`src/rtl/btt_pkg.sv`:
```
// Shared types, default sizes and width helpers for the branch target table.
package btt_pkg;

  typedef enum logic {
    ST_CLEAR = 1'b0,
    ST_READY = 1'b1
  } btt_state_t;

  localparam int D_DEF     = 12;
  localparam int A_DEF     = 5;
  localparam int BANKS_DEF = 2;
  localparam int CNT_W_DEF = 16;
  localparam int ENTRIES   = BANKS_DEF * (2 ** A_DEF);

  // A single-bank table still gets a 1-bit bank port so the port list stays legal.
  function automatic int bank_w(input int banks);
    return (banks > 1) ? $clog2(banks) : 1;
  endfunction

  function automatic int idx_w(input int banks, input int a);
    return $clog2(banks * (2 ** a));
  endfunction

endpackage

```
`src/rtl/btt_mem.sv`:
```
// Target storage with per-entry valid bits: one write/clear port, one sweep-clear
// port and one combinational read port, all addressed by flat index bank*2^A+addr.
module btt_mem
  import btt_pkg::*;
#(
  parameter int D     = D_DEF,
  parameter int A     = A_DEF,
  parameter int BANKS = BANKS_DEF
) (
  input  logic                         i_clk,
  input  logic                         i_wr_en,
  input  logic                         i_wr_clr,
  input  logic [idx_w(BANKS, A)-1:0]   i_wr_idx,
  input  logic [D-1:0]                 i_wr_data,
  input  logic                         i_clr_en,
  input  logic [idx_w(BANKS, A)-1:0]   i_clr_idx,
  input  logic [idx_w(BANKS, A)-1:0]   i_rd_idx,
  output logic [D-1:0]                 o_rd_data,
  output logic                         o_rd_valid
);

  localparam int N_ENT = BANKS * (2 ** A);

  logic [D-1:0]     r_data [N_ENT];
  logic [N_ENT-1:0] r_valid;

  // A clear keeps the stored word; only the valid bit drops.
  always_ff @(posedge i_clk) begin
    if (i_wr_en && !i_wr_clr) begin
      r_data[i_wr_idx] <= i_wr_data;
    end
  end

  always_ff @(posedge i_clk) begin
    if (i_clr_en) begin
      r_valid[i_clr_idx] <= 1'b0;
    end else if (i_wr_en) begin
      r_valid[i_wr_idx] <= !i_wr_clr;
    end
  end

  assign o_rd_data  = r_data[i_rd_idx];
  assign o_rd_valid = r_valid[i_rd_idx];

endmodule

```
`src/rtl/branch_target_table.sv`:
```
// Multi-bank branch target table: 1-cycle registered lookup with write-first forwarding,
// post-reset valid sweep and saturating miss counter. BTT_REL_EN makes entries PC-relative.
module branch_target_table
  import btt_pkg::*;
#(
  parameter int D     = D_DEF,
  parameter int A     = A_DEF,
  parameter int BANKS = BANKS_DEF,
  parameter int CNT_W = CNT_W_DEF
) (
  input  logic                        i_clk,
  input  logic                        i_reset,
  input  logic                        i_rd_en,
  input  logic [bank_w(BANKS)-1:0]    i_rd_bank,
  input  logic [A-1:0]                i_rd_addr,
`ifdef BTT_REL_EN
  input  logic [D-1:0]                i_pc_in,
`endif
  output logic [D-1:0]                o_target,
  output logic                        o_hit,
  input  logic                        i_wr_en,
  input  logic                        i_wr_clr,
  input  logic [bank_w(BANKS)-1:0]    i_wr_bank,
  input  logic [A-1:0]                i_wr_addr,
  input  logic [D-1:0]                i_wr_data,
  output logic                        o_wr_ready,
  output logic                        o_busy,
  output logic [CNT_W-1:0]            o_miss_count
);

  localparam int N_ENT = BANKS * (2 ** A);
  localparam int IW    = idx_w(BANKS, A);

  btt_state_t       r_state;
  logic [IW-1:0]    r_clr_ptr;
  logic [D-1:0]     r_target;
  logic             r_hit;
  logic [CNT_W-1:0] r_miss;

  logic [IW-1:0] w_rd_idx;
  logic [IW-1:0] w_wr_idx;
  logic          w_wr_acc;
  logic          w_clr_en;
  logic          w_fwd;
  logic [D-1:0]  w_mem_data;
  logic          w_mem_valid;
  logic          w_hit;
  logic [D-1:0]  w_data;
  logic [D-1:0]  w_target;

  assign w_rd_idx = (IW'(i_rd_bank) << A) | IW'(i_rd_addr);
  assign w_wr_idx = (IW'(i_wr_bank) << A) | IW'(i_wr_addr);

  // Index 0 means "no branch", so writes to it never land.
  assign w_wr_acc = i_wr_en && !i_reset && (r_state == ST_READY) && (i_wr_addr != '0);
  assign w_clr_en = !i_reset && (r_state == ST_CLEAR);
  assign w_fwd    = w_wr_acc && (i_wr_bank == i_rd_bank) && (i_wr_addr == i_rd_addr);

  btt_mem #(
    .D     (D),
    .A     (A),
    .BANKS (BANKS)
  ) u_mem (
    .i_clk      (i_clk),
    .i_wr_en    (w_wr_acc),
    .i_wr_clr   (i_wr_clr),
    .i_wr_idx   (w_wr_idx),
    .i_wr_data  (i_wr_data),
    .i_clr_en   (w_clr_en),
    .i_clr_idx  (r_clr_ptr),
    .i_rd_idx   (w_rd_idx),
    .o_rd_data  (w_mem_data),
    .o_rd_valid (w_mem_valid)
  );

  assign w_hit  = w_fwd ? !i_wr_clr
                        : (w_mem_valid && (i_rd_addr != '0) && (r_state == ST_READY));
  assign w_data = w_fwd ? i_wr_data : w_mem_data;

`ifdef BTT_REL_EN
  assign w_target = w_hit ? (i_pc_in + w_data) : '0;
`else
  assign w_target = w_hit ? w_data : '0;
`endif

  always_ff @(posedge i_clk) begin
    if (i_reset) begin
      r_state   <= ST_CLEAR;
      r_clr_ptr <= '0;
      r_target  <= '0;
      r_hit     <= 1'b0;
      r_miss    <= '0;
    end else begin
      if (r_state == ST_CLEAR) begin
        r_clr_ptr <= r_clr_ptr + 1'b1;
        if (r_clr_ptr == IW'(N_ENT - 1)) begin
          r_state <= ST_READY;
        end
      end
      if (i_rd_en) begin
        r_hit    <= w_hit;
        r_target <= w_target;
        if (!w_hit && (r_miss != {CNT_W{1'b1}})) begin
          r_miss <= r_miss + 1'b1;
        end
      end
    end
  end

  assign o_target     = r_target;
  assign o_hit        = r_hit;
  assign o_busy       = (r_state == ST_CLEAR);
  assign o_wr_ready   = (r_state == ST_READY);
  assign o_miss_count = r_miss;

endmodule

```
`config.mk`:
```
export PLATFORM = sky130hd
export DESIGN_NAME = branch_target_table
export DESIGN_NICKNAME = d
export VERILOG_FILES = /design/src/rtl/btt_pkg.sv /design/src/rtl/btt_mem.sv /design/src/rtl/branch_target_table.sv
export SDC_FILE = /design/constraint.sdc
export NUM_CORES = 1
export LEC_CHECK = 0
export ABC_CLOCK_PERIOD_IN_PS = 3300
export BUFFER_PORTS_ARGS = -buffer_cell sky130_fd_sc_hd__buf_2
export CAP_MARGIN = 10
export CORE_ASPECT_RATIO = 1.2
export CORE_MARGIN = 2
export CORE_UTILIZATION = 63
export DETAILED_ROUTE_END_ITERATION = 6
export PLACE_DENSITY = 0.8
export SLEW_MARGIN = 15
export SYNTH_ARGS = -nofsm -noshare
export SYNTH_HDL_FRONTEND = slang
export SYNTH_HIERARCHICAL = 1
export SYNTH_SLANG_ARGS = --single-unit
```
`constraint.sdc`:
```
create_clock -name i_clk -period 3.3 [get_ports i_clk]
set_clock_uncertainty 0.05 [all_clocks]
set_input_delay 0.165 -clock i_clk [delete_from_list [all_inputs] [get_ports i_clk]]
set_output_delay 0.165 -clock i_clk [all_outputs]
set_load 0.02 [all_outputs]
```
Yosys cells after proc, flatten, opt, wreduce, memory -nomap -nowiden
Memories as Yosys holds them, arrays and structs flattened. Cells that the tools add are included.

Memory bits (read-only): 0. Latch bits: 0. Memories: 1. RAM bits: 768. Register bits after elaboration: 100.

Memory list: u_mem.r_data (words 64, width 12, rd ports 1, clocked after memory_dff 0, wr ports 1, line btt_mem.sv:24) `logic [D-1:0] r_data [N_ENT];`.

Mux-type cells: 16. Equality and inequality tests: 4. $add $sub $neg: 2. Shifts and indexed selects: 0. Multiply operators: 0. Magnitude comparators: 5. Reductions and logical operators: 19. Divide/modulo/power cells: 0. Bitwise gates (word level): 5.

Operators by type and width (number): $mux W64 (2); $and A64 B64 Y64 (1); $bwmux W64 (1); $not A64 Y64 (1); $mux W12 (2); $lt A6 B7 Y1 const B (3); $add A16 B1 Y16 const B (1); $ne A16 B16 Y1 const B (1); $demux W1 S6 (2); $ge A6 B1 Y1 const B (2); $logic_and A1 B1 Y1 (12); $or A6 B5 Y6 (2); $reduce_bool A5 Y1 (2); $mux W1 (8); $add A6 B1 Y6 const B (1); $bmux W1 S6 (1); $eq A6 B6 Y1 const B (1); $eq A5 B5 Y1 (1); $logic_not A1 Y1 (3); $reduce_and A2 Y1 (1); $reduce_bool A2 Y1 (1); $eq A1 B1 Y1 (1); $not A1 Y1 (1).

Longest topological paths before layout
Depth after elaboration: 10. Gate-level depth with buffers: 15. Mapped depth without buffers: 9.

By module
The synthesis kept the hierarchy.

Modules (own cells, without submodules): btt_mem (cells each 1694, sequential area each 24984.0 um2, times used 1, area an instance 33654.8 um2); branch_target_table (cells each 227, sequential area each 720.7 um2, times used 1, area an instance 1890.6 um2).

Worst setup path before layout
Ideal clock, no wire load.

Kind: input-to-reg. From: in i_rd_addr[0]. To: reg r_miss[11] (netlist: o_miss_count[11]). Setup time: 0.123 ns. Data arrival time: 2.673 ns. Cell stages on the path: 13. Data required time: 3.127 ns. Path buffers: 4. Slack: 0.454 ns. Path through: buf_6 > buf_6 > buf_2 > mux4_2 > o22ai_1 > nor2_1 > o211ai_1 > o31ai_1 > o211ai_2 > a31oi_2 > buf_6 > nor4_1 > mux2_1.

Longest elaborated chain between the ends: 9. Elaborated cells between the ends (all ways): 12. Those cells by class: eq/ne: 1; mux: 3; bitwise: 1; reduce/logical: 7.

Ends and longest elaborated chain: from (decl) (line branch_target_table.sv:15) `input logic [A-1:0] i_rd_addr,`; $or A6 B5 Y6 (line branch_target_table.sv:51) `assign w_rd_idx = (IW'(i_rd_bank) << A) | IW'(i_rd_addr);`; $bmux W1 S6 (line btt_mem.sv:43) `assign o_rd_valid = r_valid[i_rd_idx];`; $mux W1 (implied by the code) (line btt_mem.sv:43); net w_mem_valid (line branch_target_table.sv:46) `logic w_mem_valid;`; $logic_and A1 B1 Y1 (2 in a row) (line branch_target_table.sv:77) `: (w_mem_valid && (i_rd_addr != '0) && (r_state == ST_READY));`; $mux W1 (line branch_target_table.sv:76) `assign w_hit = w_fwd ? !i_wr_clr`; $logic_not A1 Y1 (line branch_target_table.sv:103) `if (!w_hit && (r_miss != {CNT_W{1'b1}})) begin`; $logic_and A1 B1 Y1 (line branch_target_table.sv:103); $reduce_and A2 Y1 (no line); to (signal assigned) (line branch_target_table.sv:104) `r_miss <= r_miss + 1'b1;`; to (decl) (line branch_target_table.sv:38) `logic [CNT_W-1:0] r_miss;`.

The timed path passes the listed nets, and every way through them passes these cells. The select of a mux whose other input is x is not followed. A chain may end at the register's enable or synchronous reset.

Worst setup path in the final report
From: reg u_mem.r_valid[35]. To: reg r_miss[7] (netlist: o_miss_count[7]).

Longest elaborated chain between the ends: 8.

Ends and longest elaborated chain: from (decl) (line btt_mem.sv:25) `logic [N_ENT-1:0] r_valid;`; from (signal, indexed assignment) (line btt_mem.sv:38) `r_valid[i_wr_idx] <= !i_wr_clr;`; $bmux W1 S6 (line btt_mem.sv:43); $mux W1 (implied by the code) (line btt_mem.sv:43); net w_mem_valid (line branch_target_table.sv:46); $logic_and A1 B1 Y1 (2 in a row) (line branch_target_table.sv:77); $mux W1 (line branch_target_table.sv:76); $logic_not A1 Y1 (line branch_target_table.sv:103); $logic_and A1 B1 Y1 (line branch_target_table.sv:103); $reduce_and A2 Y1 (no line).

The timed path passes the listed nets, and every way through them passes these cells. The select of a mux whose other input is x is not followed.

==> flow_summary.json <==
{
  "dr_wl_met2_um": 45000,
  "cp_data_arrival_time_ns": 3.41,
  "fin_cells": 2853,
  "gp_congestion": 0.900,
  "synth-seq-cells": 868,
  "ys_types": 56,
  "ctsResizeCount": 0,
  "wl_per_cell_um": 31.7,
  "worst_setup_path_end_kind": "flip-flop",
  "nFillCells": 3190,
  "drt_iter0_markers": 3184,
  "powerDensity_nw_per_um2": 563,
  "maxCapViolations": 0,
  "first_pass_iters": 5,
  "place_inst": 2711,
  "wl_met1_um": 30900,
  "layout_common_cells": "edfxtp_1, mux4_2, buf_4",
  "hp-class": "primary input to flip-flop",
  "htreeDepth": 3,
  "min_period_ns": 2.95,
  "clock.fmax_mhz": 339,
  "ir_drop_v": 0.000450,
  "grt_max_degree": 129,
  "yosysWarnings": 6,
  "grt_usage_pct": 31.3,
  "ant_nets": 0,
  "cts-root-buf": "clkbuf_16",
  "r2r_cells": 9,
  "clk_pin_slew_ns": 0.06,
  "worst_setup_path_start_kind": "flip-flop",
  "syn_avg_cell_area_um2": 18.5,
  "via_count": 20600,
  "r2r_slack_ns": 0.35,
  "cts_sinks": 868,
  "dieArea_um2": 58300,
  "cts_buffers": 81,
  "grt_pass1_wl_um": 133000,
  "wl_met3_um": 10100,
  "core_um2": 55900,
  "status": "finished clean",
  "hold_viol_final": 0,
  "total_power_mw": 22.4,
  "reg2reg_from": "u_mem/r_valid[35]",
  "yosysSeqAreaShare_pct": 72.3,
  "r2r_end": "o_miss_count[7]",
  "drive_gt1_share_pct": 25.8,
  "dpl.hpwl_um": 52700,
  "port_buffers": 59,
  "syn_nets": 1952,
  "fin_crit_sh_pct": 89.5,
  "worstMarginPinSlew_ns": 1.10,
  "async_flop_share_pct": 0,
  "relSlewSlack_pct": 26.7,
  "fin_util_pct": 71.2,
  "area_growth_pct": 11.9,
  "final_common_cell": "edfxtp_1",
  "cts_tree": "done",
  "rows": 95,
  "ys.flop_type": "edfxtp_1",
  "crit_type": "flip-flop to flip-flop",
  "netlist_area_um2": 35500,
  "clockBufferDepth": 3,
  "insertion_delay_ns": 0.64,
  "dieWidth_um": 221,
  "routed_via_density": 7.22,
  "finalSetupViolCount": 0,
  "highest_layer": "met5",
  "rsz0062_at_grt": "no",
  "pin_count": 60,
  "wirelength_um": 90600,
  "synthCells": 1921,
  "critPathMaxFanout": 23,
  "drc": 0,
  "initial_core_util_pct": 63.6,
  "nNetsFinal": 2100,
  "synth_edf_count": 832,
  "grt_overflow": 0,
  "setup.worst_path.end": "o_miss_count[7]",
  "finalSetupTns_ns": 0,
  "grt_pass1_vias": 20500,
  "critPathLaunch": "u_mem/r_valid[35]",
  "postCtsSetupRepairBufs": 0,
  "crit_required_ns": 3.76,
  "die_y_um": 264,
  "leakagePower_nw": 12.8,
  "drv_slew": 0,
  "antenna_cells": 0,
  "cts_hold_buf": 1,
  "antenna_found_initial": 1
}
-- registers in the layout, summed over array words and instances (netlist names) --
register / count
o_hit: 1
o_miss_count: 16
o_target: 12
o_wr_ready: 1
r_clr_ptr: 6
u_mem/r_data: 768
u_mem/r_valid: 64
-- synthesized netlist by cell type, drive strengths merged (6+ instances only) --
cell type,number,share of area (%)
nor4,6,0.11
o21bai,32,0.68
a31oi,13,0.25
a21o,32,0.68
mux2i,29,0.82
o21ai,83,1.2
nand3b,11,0.23
xor2,9,0.22
nor2,132,1.4
nand3,40,0.56
or3,9,0.16
o31ai,17,0.40
nor2b,11,0.19
nand2,50,0.53
mux2,14,0.44
clkbuf,84,0.89
edfxtp,832,70
or4,11,0.25
nand4,11,0.19
buf,48,0.90
a21oi,18,0.25
dfxtp,36,2.0
o22ai,35,0.62
a211oi,6,0.13
or3b,8,0.20
mux4,216,14
o2111ai,6,0.15
o211ai,72,1.5
-- how the worst min path moves through the flow --
stage	start	end	slack, ns	depth (start not counted)
floorplan	i_wr_data[0]	u_mem/r_data[0][0]	0.21	0
global route	i_wr_data[5]	u_mem/r_data[48][5]	0.08	1
global placement	o_hit	o_hit	0.43	2
CTS	i_reset	r_clr_ptr[4]	0.04	3
detailed placement	o_hit	o_hit	0.47	2
finish	i_wr_data[5]	u_mem/r_data[48][5]	0.06	1
-- power breakdown --
part	internal [mW]	switching [mW]	total, mW
Sequential	12.1	0.0381	12.2
Combinational	0.461	0.798	1.26
Clock	5.05	3.91	8.97
Total	17.6	4.75	22.4
-- logic make-up (layout without fill, tap and decap cells) --
| family | Yosys count | after routing | synth area share [%] |
|---|---|---|---|
| multiplexers | 259 | 259 | 14.9 |
| flip-flops | 868 | 868 | 72.3 |
| adder cells (fa/ha/maj) | 2 | 2 | 0.0704 |
| XOR/XNOR | 10 | 10 | 0.246 |
| AND/OR/NAND/NOR | 313 | 313 | 4.27 |
| buffers and inverters | 137 | 342 | 1.84 |
| AO/OA/AOI/OAI | 332 | 332 | 6.31 |
-- area by class of cell --
cell class              count  area, um^2  share of cell area (%)
clock buffers             102        2180                    5.48
clock inverters            38         320                   0.805
well taps                 727         910                    2.29
inverters                   5        18.8                  0.0472
repair buffers            197        1440                    3.62
flip-flops and latches    868       25700                    64.6
multi-input cells         916        9200                    23.1
-- worst max-delay path: stages (launching register included) --
cell      delay [ns]
edfxtp_1        0.40
mux4_2          0.50
mux4_2          0.51
nor2_1          0.13
o31ai_1         0.14
o211ai_2        0.13
a31oi_2         0.05
buf_4           0.22
nor4_1          0.35
mux2_1          0.35
-- routing by layer --
layer,vias up,track usage [%]
met5,-,0
met4,2,15.7
met3,301,6.14
met2,1678,51.1
met1,10400,40.8
li1,8225,-
-- per-stage QoR --
step	worst slack, ns	hold WS, ns	area, um^2
after floorplan	0.454	0.214	35500
after global placement	0.335	0.431	37200
after detailed placement	0.298	0.471	37200
after CTS	0.408	0.0361	39700
after global routing	0.235	0.0834	39800
final	0.347	0.0597	39800
(Power assumes the default switching activity.)
